## config.mk

```make
export PLATFORM = sky130hd
export DESIGN_NAME = gshare_predictor_param
export DESIGN_NICKNAME = d
export VERILOG_FILES = /design/src/rtl/gshare_predictor_param.sv
export SDC_FILE = /design/constraint.sdc
export NUM_CORES = 2
export LEC_CHECK = 0
export ABC_AREA = 1
export BUFFER_PORTS_ARGS = -buffer_cell sky130_fd_sc_hd__clkbuf_2
export CAP_MARGIN = 25
export CORE_ASPECT_RATIO = 1.5
export CORE_MARGIN = 4
export CORE_UTILIZATION = 60
export CTS_BUF_LIST = sky130_fd_sc_hd__clkbuf_8
export DETAILED_ROUTE_END_ITERATION = 10
export PLACE_DENSITY_LB_ADDON = 0.2
export SLEW_MARGIN = 20
export SYNTH_ARGS = -nofsm -noshare
export SYNTH_HDL_FRONTEND = slang
export SYNTH_SLANG_ARGS = --single-unit
```

## constraint.sdc

```tcl
create_clock -name clk -period 36.1 [get_ports clk]
set_input_delay 10.83 -clock clk [delete_from_list [all_inputs] [get_ports clk]]
set_output_delay 10.83 -clock clk [all_outputs]
set_load 0.01 [all_outputs]
```

## src/rtl/gshare_predictor_param.sv

```systemverilog
// gshare_predictor_param -- gshare branch direction predictor.
// The PHT of 2-bit saturating counters is indexed by the PC slice XOR the
// global history register (GHR). After reset an INIT sweep writes CNT_INIT
// into every entry, one per cycle, before the predictor accepts traffic.
// Optional macro GSHARE_STATS_EN adds the pred_cnt / mispred_cnt counters.
module gshare_predictor_param #(
  parameter int         PC_W     = 32,
  parameter int         IDX_W    = 10,
  parameter int         HIST_W   = 10,
  parameter int         PC_LSB   = 2,
  parameter logic [1:0] CNT_INIT = 2'b01
) (
  input  logic              clk,
  input  logic              rst_n,
  output logic              init_busy,
  input  logic              pred_valid,
  input  logic [PC_W-1:0]   pred_pc,
  output logic              pred_taken,
  output logic [HIST_W-1:0] pred_hist,
  input  logic              train_valid,
  input  logic [PC_W-1:0]   train_pc,
  input  logic [HIST_W-1:0] train_hist,
  input  logic              train_taken,
  input  logic              train_mispredict
`ifdef GSHARE_STATS_EN
  ,
  output logic [31:0]       pred_cnt,
  output logic [31:0]       mispred_cnt
`endif
);

  localparam int DEPTH = 1 << IDX_W;

  typedef enum logic {S_INIT, S_RUN} state_t;

  state_t            state, state_nxt;
  logic [IDX_W-1:0]  sweep;
  logic [HIST_W-1:0] ghr, ghr_nxt;
  logic [1:0]        pht [DEPTH];
  logic              run;
  logic [IDX_W-1:0]  pred_idx, train_idx;
  logic [1:0]        train_cnt, train_cnt_nxt;
  logic              recover;

  // Only the index slice of each PC matters; fold the rest away.
  logic unused_pc_bits;
  assign unused_pc_bits = ^{pred_pc, train_pc};

  // Index: PC slice XOR zero-extended history.
  assign pred_idx  = pred_pc[PC_LSB +: IDX_W]  ^ IDX_W'(ghr);
  assign train_idx = train_pc[PC_LSB +: IDX_W] ^ IDX_W'(train_hist);

  // FSM state register.
  always_ff @(posedge clk or negedge rst_n) begin
    if (!rst_n) state <= S_INIT;
    else        state <= state_nxt;
  end

  // FSM next state: leave INIT on the edge that writes the last entry.
  always_comb begin
    state_nxt = state;
    if (state == S_INIT && sweep == '1) state_nxt = S_RUN;
  end

  // FSM outputs.
  always_comb begin
    init_busy = (state == S_INIT);
    run       = (state == S_RUN);
  end

  // Sweep counter walks entries 0..DEPTH-1 while in INIT.
  always_ff @(posedge clk or negedge rst_n) begin
    if (!rst_n)                sweep <= '0;
    else if (state == S_INIT)  sweep <= sweep + 1'b1;
  end

  // Zero-latency read; the array is read before any same-cycle write lands.
  assign pred_taken = run & pht[pred_idx][1];
  assign pred_hist  = ghr;

  // Saturating counter update for the trained entry.
  always_comb begin
    train_cnt     = pht[train_idx];
    train_cnt_nxt = train_cnt;
    if (train_taken) begin
      if (train_cnt != 2'b11) train_cnt_nxt = train_cnt + 2'b01;
    end else begin
      if (train_cnt != 2'b00) train_cnt_nxt = train_cnt - 2'b01;
    end
  end

  // PHT write port: init sweep or training; no reset so it can map to RAM.
  always_ff @(posedge clk) begin
    if (init_busy)        pht[sweep]     <= CNT_INIT;
    else if (train_valid) pht[train_idx] <= train_cnt_nxt;
  end

  // GHR next value: mispredict recovery overrides speculative shift.
  // Shift-and-OR form keeps HIST_W=1 legal without slicing [-1:0].
  assign recover = train_valid & train_mispredict;
  always_comb begin
    ghr_nxt = ghr;
    if (run) begin
      if (recover)         ghr_nxt = (train_hist << 1) | HIST_W'(train_taken);
      else if (pred_valid) ghr_nxt = (ghr << 1) | HIST_W'(pred_taken);
    end
  end

  // GHR register.
  always_ff @(posedge clk or negedge rst_n) begin
    if (!rst_n) ghr <= '0;
    else        ghr <= ghr_nxt;
  end

`ifdef GSHARE_STATS_EN
  // Saturating statistics, frozen while the sweep runs.
  always_ff @(posedge clk or negedge rst_n) begin
    if (!rst_n) begin
      pred_cnt    <= '0;
      mispred_cnt <= '0;
    end else if (run) begin
      if (pred_valid && pred_cnt != '1)   pred_cnt    <= pred_cnt + 32'd1;
      if (recover && mispred_cnt != '1)   mispred_cnt <= mispred_cnt + 32'd1;
    end
  end
`endif

endmodule

```

**Word-level counts from Yosys, hierarchy flattened**

Memory sizes are Yosys's and may differ from the RTL's.
Cells that the tools add are included.

- Memories: 1
- Register bits: 21
- Input port bits: 80
- Output and inout bits: 12
- Word-level logic and storage cells: 33
- Bits in writable memories: 2048

Memory list:

| memory | words | bits a word | read ports | clocked after Yosys merged registers in | write ports | RTL line | source |
|---|---|---|---|---|---|---|---|
| pht | 1024 | 2 | 2 | 0 | 1 | 39 | `logic [1:0] pht [DEPTH];` |

- Muxes and demuxes: 12
- Reduce and logical (&&, ||, !) cells: 5
- Eq/ne operators: 2
- Add/sub/neg operators: 3
- Bitwise operators: 7

Operators with widths:

| operator | count |
|---|---|
| $mux 10 | 3 |
| $or 10x1->10 | 2 |
| $xor 10x10->10 | 2 |
| $add 10x1->10 const B | 1 |
| $eq 10x10->1 const B | 1 |
| $mux 2 | 4 |
| $mux 1 | 5 |
| $reduce_bool 2->1 | 2 |
| $add 2x1->2 const B | 1 |
| $and 1x1->1 | 2 |
| $ne 2x2->1 const B | 1 |
| $reduce_and 2->1 | 1 |
| $reduce_or 2->1 | 1 |
| $sub 2x1->2 const B | 1 |
| $logic_and 1x1->1 | 1 |
| $not 1->1 | 1 |

**Longest topological paths before layout**

An unclocked memory read counts as a cell.

- Depth after elaboration: 6
- Depth in mapped cells: 21
- Gate-level depth less buffers: 19

**Least setup slack after synthesis**

Ideal clock, no wire load.

- Path kind: input to register
- From: input train_hist[1]
- To: memory pht[0][1] (data pin)
- Buffers on the path: 3
- Setup slack: -9225 ps
- Library setup time: 5700 ps
- Data arrival time: 39625 ps
- Required time: 30400 ps
- Stages: 18
- Cell sequence: inv_1 > nand2_1 > nand2_1 > buf_4 > buf_4 > clkbuf_1 > nand3_1 > nand3_1 > nand3_1 > nand3_1 > nand3_1 > nand3_1 > nand3_1 > nand3_1 > nand3_1 > nand2_1 > nand2_1 > a21oi_1

- Longest elaborated chain between the ends: 6
- Elaborated cells on any way between the ends: 10
- Classes of those cells: add/sub: 2; eq/ne: 1; mux: 4; bitwise: 1; reduce/logical: 1; memory: 1

RTL lines:

| item | RTL line | source |
|---|---|---|
| from (decl) | 22 | `input logic [HIST_W-1:0] train_hist,` |
| $xor 10x10->10 (*) | 51 | `assign train_idx = train_pc[PC_LSB +: IDX_W] ^ IDX_W'(train_hist);` |
| $mem_v2 1024x2 (*) | n/a |  |
| $sub 2x1->2 (tied with other cells) | 88 | `if (train_cnt != 2'b00) train_cnt_nxt = train_cnt - 2'b01;` |
| $mux 2 (on tied branches) | 88, 86 |  |
| $mux 2 (*) | 85 | `if (train_taken) begin` |
| $mux 2 (no line) (*) | n/a |  |
| to (decl) | 39 |  |

Mark *: on every way between the ends. The rest lies on a longest branch, timed or not.

**Final worst setup path**

- From: input pred_pc[2]
- To: output pred_taken

- Longest elaborated chain between the ends: 3

RTL lines:

| item | RTL line | source |
|---|---|---|
| from (decl) | 17 | `input logic [PC_W-1:0] pred_pc,` |
| $xor 10x10->10 | 50 | `assign pred_idx = pred_pc[PC_LSB +: IDX_W] ^ IDX_W'(ghr);` |
| $mem_v2 1024x2 | n/a |  |
| $and 1x1->1 | 78 | `assign pred_taken = run & pht[pred_idx][1];` |
| to (decl) | 18 | `output logic pred_taken,` |

Every way passes these cells.

==> out/qor.yml <==
cts:
  hold_buffers: 0
  cts.sinks: 2069
  cts-resized-gates: 0
  cts_setup_buffers: 0
  cts_buffers: 315
  clk_pin_slew_ns: 0.06
  tritoncts: "built"
  cts-root-buf: "clkbuf_8"
  cts.path.max_buffers: 4
  htreeDepth: 5
  insertion_delay_ns: 1.06
place:
  preCtsSetupSlack_ns: 9.38
  dp_hpwl_um: 172000
  dp.cells: 12526
  post_dp_cell_area_um2: 104000
  port_buffers: 47
  gp_congestion: 0.917
timing:
  fin_skew_ns: 0.0529
  holdWs_ns: 0.523
  period_needed_ns: 26.93
  hold_viol: 0
  rsz0062_at_grt: "no"
  setup_violations: 0
  finalMaxSlewViolations: 0
  finalWorstSetupSlack_ns: 9.17
  worstMarginPinSlew_ns: 1.28
  period_share_pct: 74.6
  fin_tns_setup_ns: 0
  slew_headroom_pct: 13.8
  timing.fmax_mhz: 37.1
synthesis:
  ys_seq_elements: 2069
  synth.distinct_cells: 35
  synth_nets: 11016
  synthXorXnorAreaFrac_pct: 0.230
  synth-simple-area-share_pct: 25.0
  synthCells: 10935
  yosysWarnings: 0
  synth_mux_area_share_pct: 0
  synth_flop_cell: "edfxtp_1"
  async_flop_share_pct: 1.01
  synth_edf_count: 2048
  ys_seq_area_share_pct: 60.6
  synth-adder-area-share_pct: 0.0122
  synth_area_um2: 102000
  synth-compound-area-share_pct: 5.99
  syn_avg_cell_area_um2: 9.36
  synth_top_family_by_area: "simple AND/OR/NAND/NOR gates"
layout:
  area_delta_synth_final_pct: 7.06
  final_cell_count_no_fill: 13087
  multi_input_area_um2: 32400
  layout_common_cells: "2,235 x nand2_1, 2,168 x nand3_1, 2,048 x edfxtp_1"
  nNetsFinal: 10686
  layout_commonest_cell: "nand2_1"
  stdcell_area_um2: 110000
  n_fill_cell: 13523
  final_layout_size_suffix_gt1_share_pct: 8.79
  seq_area_um2: 62000
  post-route-util_pct: 64.7
global_route:
  antenna_found_initial: 15
  grt_usage_pct: 36.0
  grt_pass1_wl_um: 479000
  grt_max_degree: 252
  overflow: 0
  grt_pass1_vias: 81010
worst_hold_path:
  hold_class: "reg2reg"
route:
  wire_per_inst_um: 25.1
  drtIter0Drc: 11741
  drtPass1Iterations: 9
  drcViolationCount: 0
  vias: 83040
  via_per_inst: 6.35
  drt-total-wl_um: 329000
  ant_nets: 0
critical_path:
  worst-path-max-fanout: 147
  cp-end-kind: "primary output"
  critical_path_class: "in2out"
  crit_arrival_ns: 16.10
  startpoint_type: "input port"
  crit_required_ns: 25.27
die:
  die_w_um: 345
  coreArea_um2: 169000
  initial_core_util_pct: 60.4
  die_y_um: 514
  boundaryPins: 92
  dieArea_um2: 177000
  num_rows: 185
power_and_ir_drop:
  powerDensity_nw_per_um2: 45.4
  p_leak_nw: 42.9
  fin_total_pwr_mw: 4.98
  peakVddDrop_v: 0.0000459
job:
  maxCapViolCount: 0
outcome:
  run_status: "completed"
where the power goes:
group | switching [mW] | internal (mW)
logic | 0.392 | 0.146
clock network | 0.897 | 0.948
registers | 0 | 2.60
synth_stat cells, types with 14 or more instances:
library cell  count  area, um2
nand2_1        2262       8490
nand3_1        2183      10900
edfxtp_1       2048      61500
inv_1          1214       4560
nor2_1         1124       4220
o211ai_1        692       5190
clkbuf_1        417       1570
buf_2           284       1420
or2_2           267       1670
o21ai_0         143        716
buf_1           116        435
buf_6            21        236
dfrtp_1          21        526
buf_4            20        150
or2_1            20        125
o21ai_1          19       95.1
xnor2_1          18        158
nor3_1           14       70.1
layer usage:
layer | track usage [%] | wire [um] | vias to the layer above | share of wire (%)
li1 | - | - | 36385 | -
met1 | 43.6 | 110000 | 39203 | 33
met2 | 55.8 | 146000 | 5958 | 44
met3 | 9.92 | 47000 | 1480 | 14
met4 | 25.9 | 26600 | 14 | 8.1
met5 | 0 | 128 | - | 0.039
worst paths after layout:
kind,from,endpoint,slack (ns),depth (start not counted)
min,sweep[6]$_DFFE_PN0N_,sweep[6]$_DFFE_PN0N_,0.52,1
min in group asynchronous,rst_n,sweep[1]$_DFFE_PN0N_,9.86,1
min reg2reg,sweep[6]$_DFFE_PN0N_,sweep[6]$_DFFE_PN0N_,0.52,1
max in group asynchronous,rst_n,pred_hist[6]$_DFFE_PN0P_,25.73,1
max,pred_pc[2],pred_taken,9.17,20
max reg2reg,pht[381][0]$_DFFE_PP_,pht[374][0]$_DFFE_PP_,30.01,18
sequential cells by signal (all words and copies together), names as in the netlist:
name       count
sweep         10
run            1
pred_hist     10
pht         2048
cells by family after synthesis:
group / count (synthesis)
simple gates: 5884
xor+xnor: 26
compound gates: 873
buf+inv: 2082
fa+ha+maj: 1
flops: 2069
area by class of cell:
cell class / count / area share, %
flip-flops and latches: 2069 / 56.6
multi-input cells: 6784 / 29.5
inverters: 1221 / 4.21
clock buffers: 324 / 4.07
well taps: 2244 / 2.56
repair buffers: 214 / 1.81
clock inverters: 221 / 1.23
diodes: 10 / 0.0228
critical path, cell delays in order:
cell and delay [ns]:
clkbuf_2 0.10, inv_1 0.07, nand2_1 0.08, nand2_4 0.49, buf_12 0.65, buf_4 0.78
buf_4 0.78, nand2_1 0.11, o211ai_1 0.13, nand3_1 0.09, nand3_1 0.15, nand3_1 0.16
nand3_1 0.31, nand3_1 0.13, nand3_1 0.27, nand3_1 0.13, nand3_1 0.13, nand3_1 0.23
inv_1 0.12, clkbuf_2 0.13
Power figures use the tool's default switching activity.
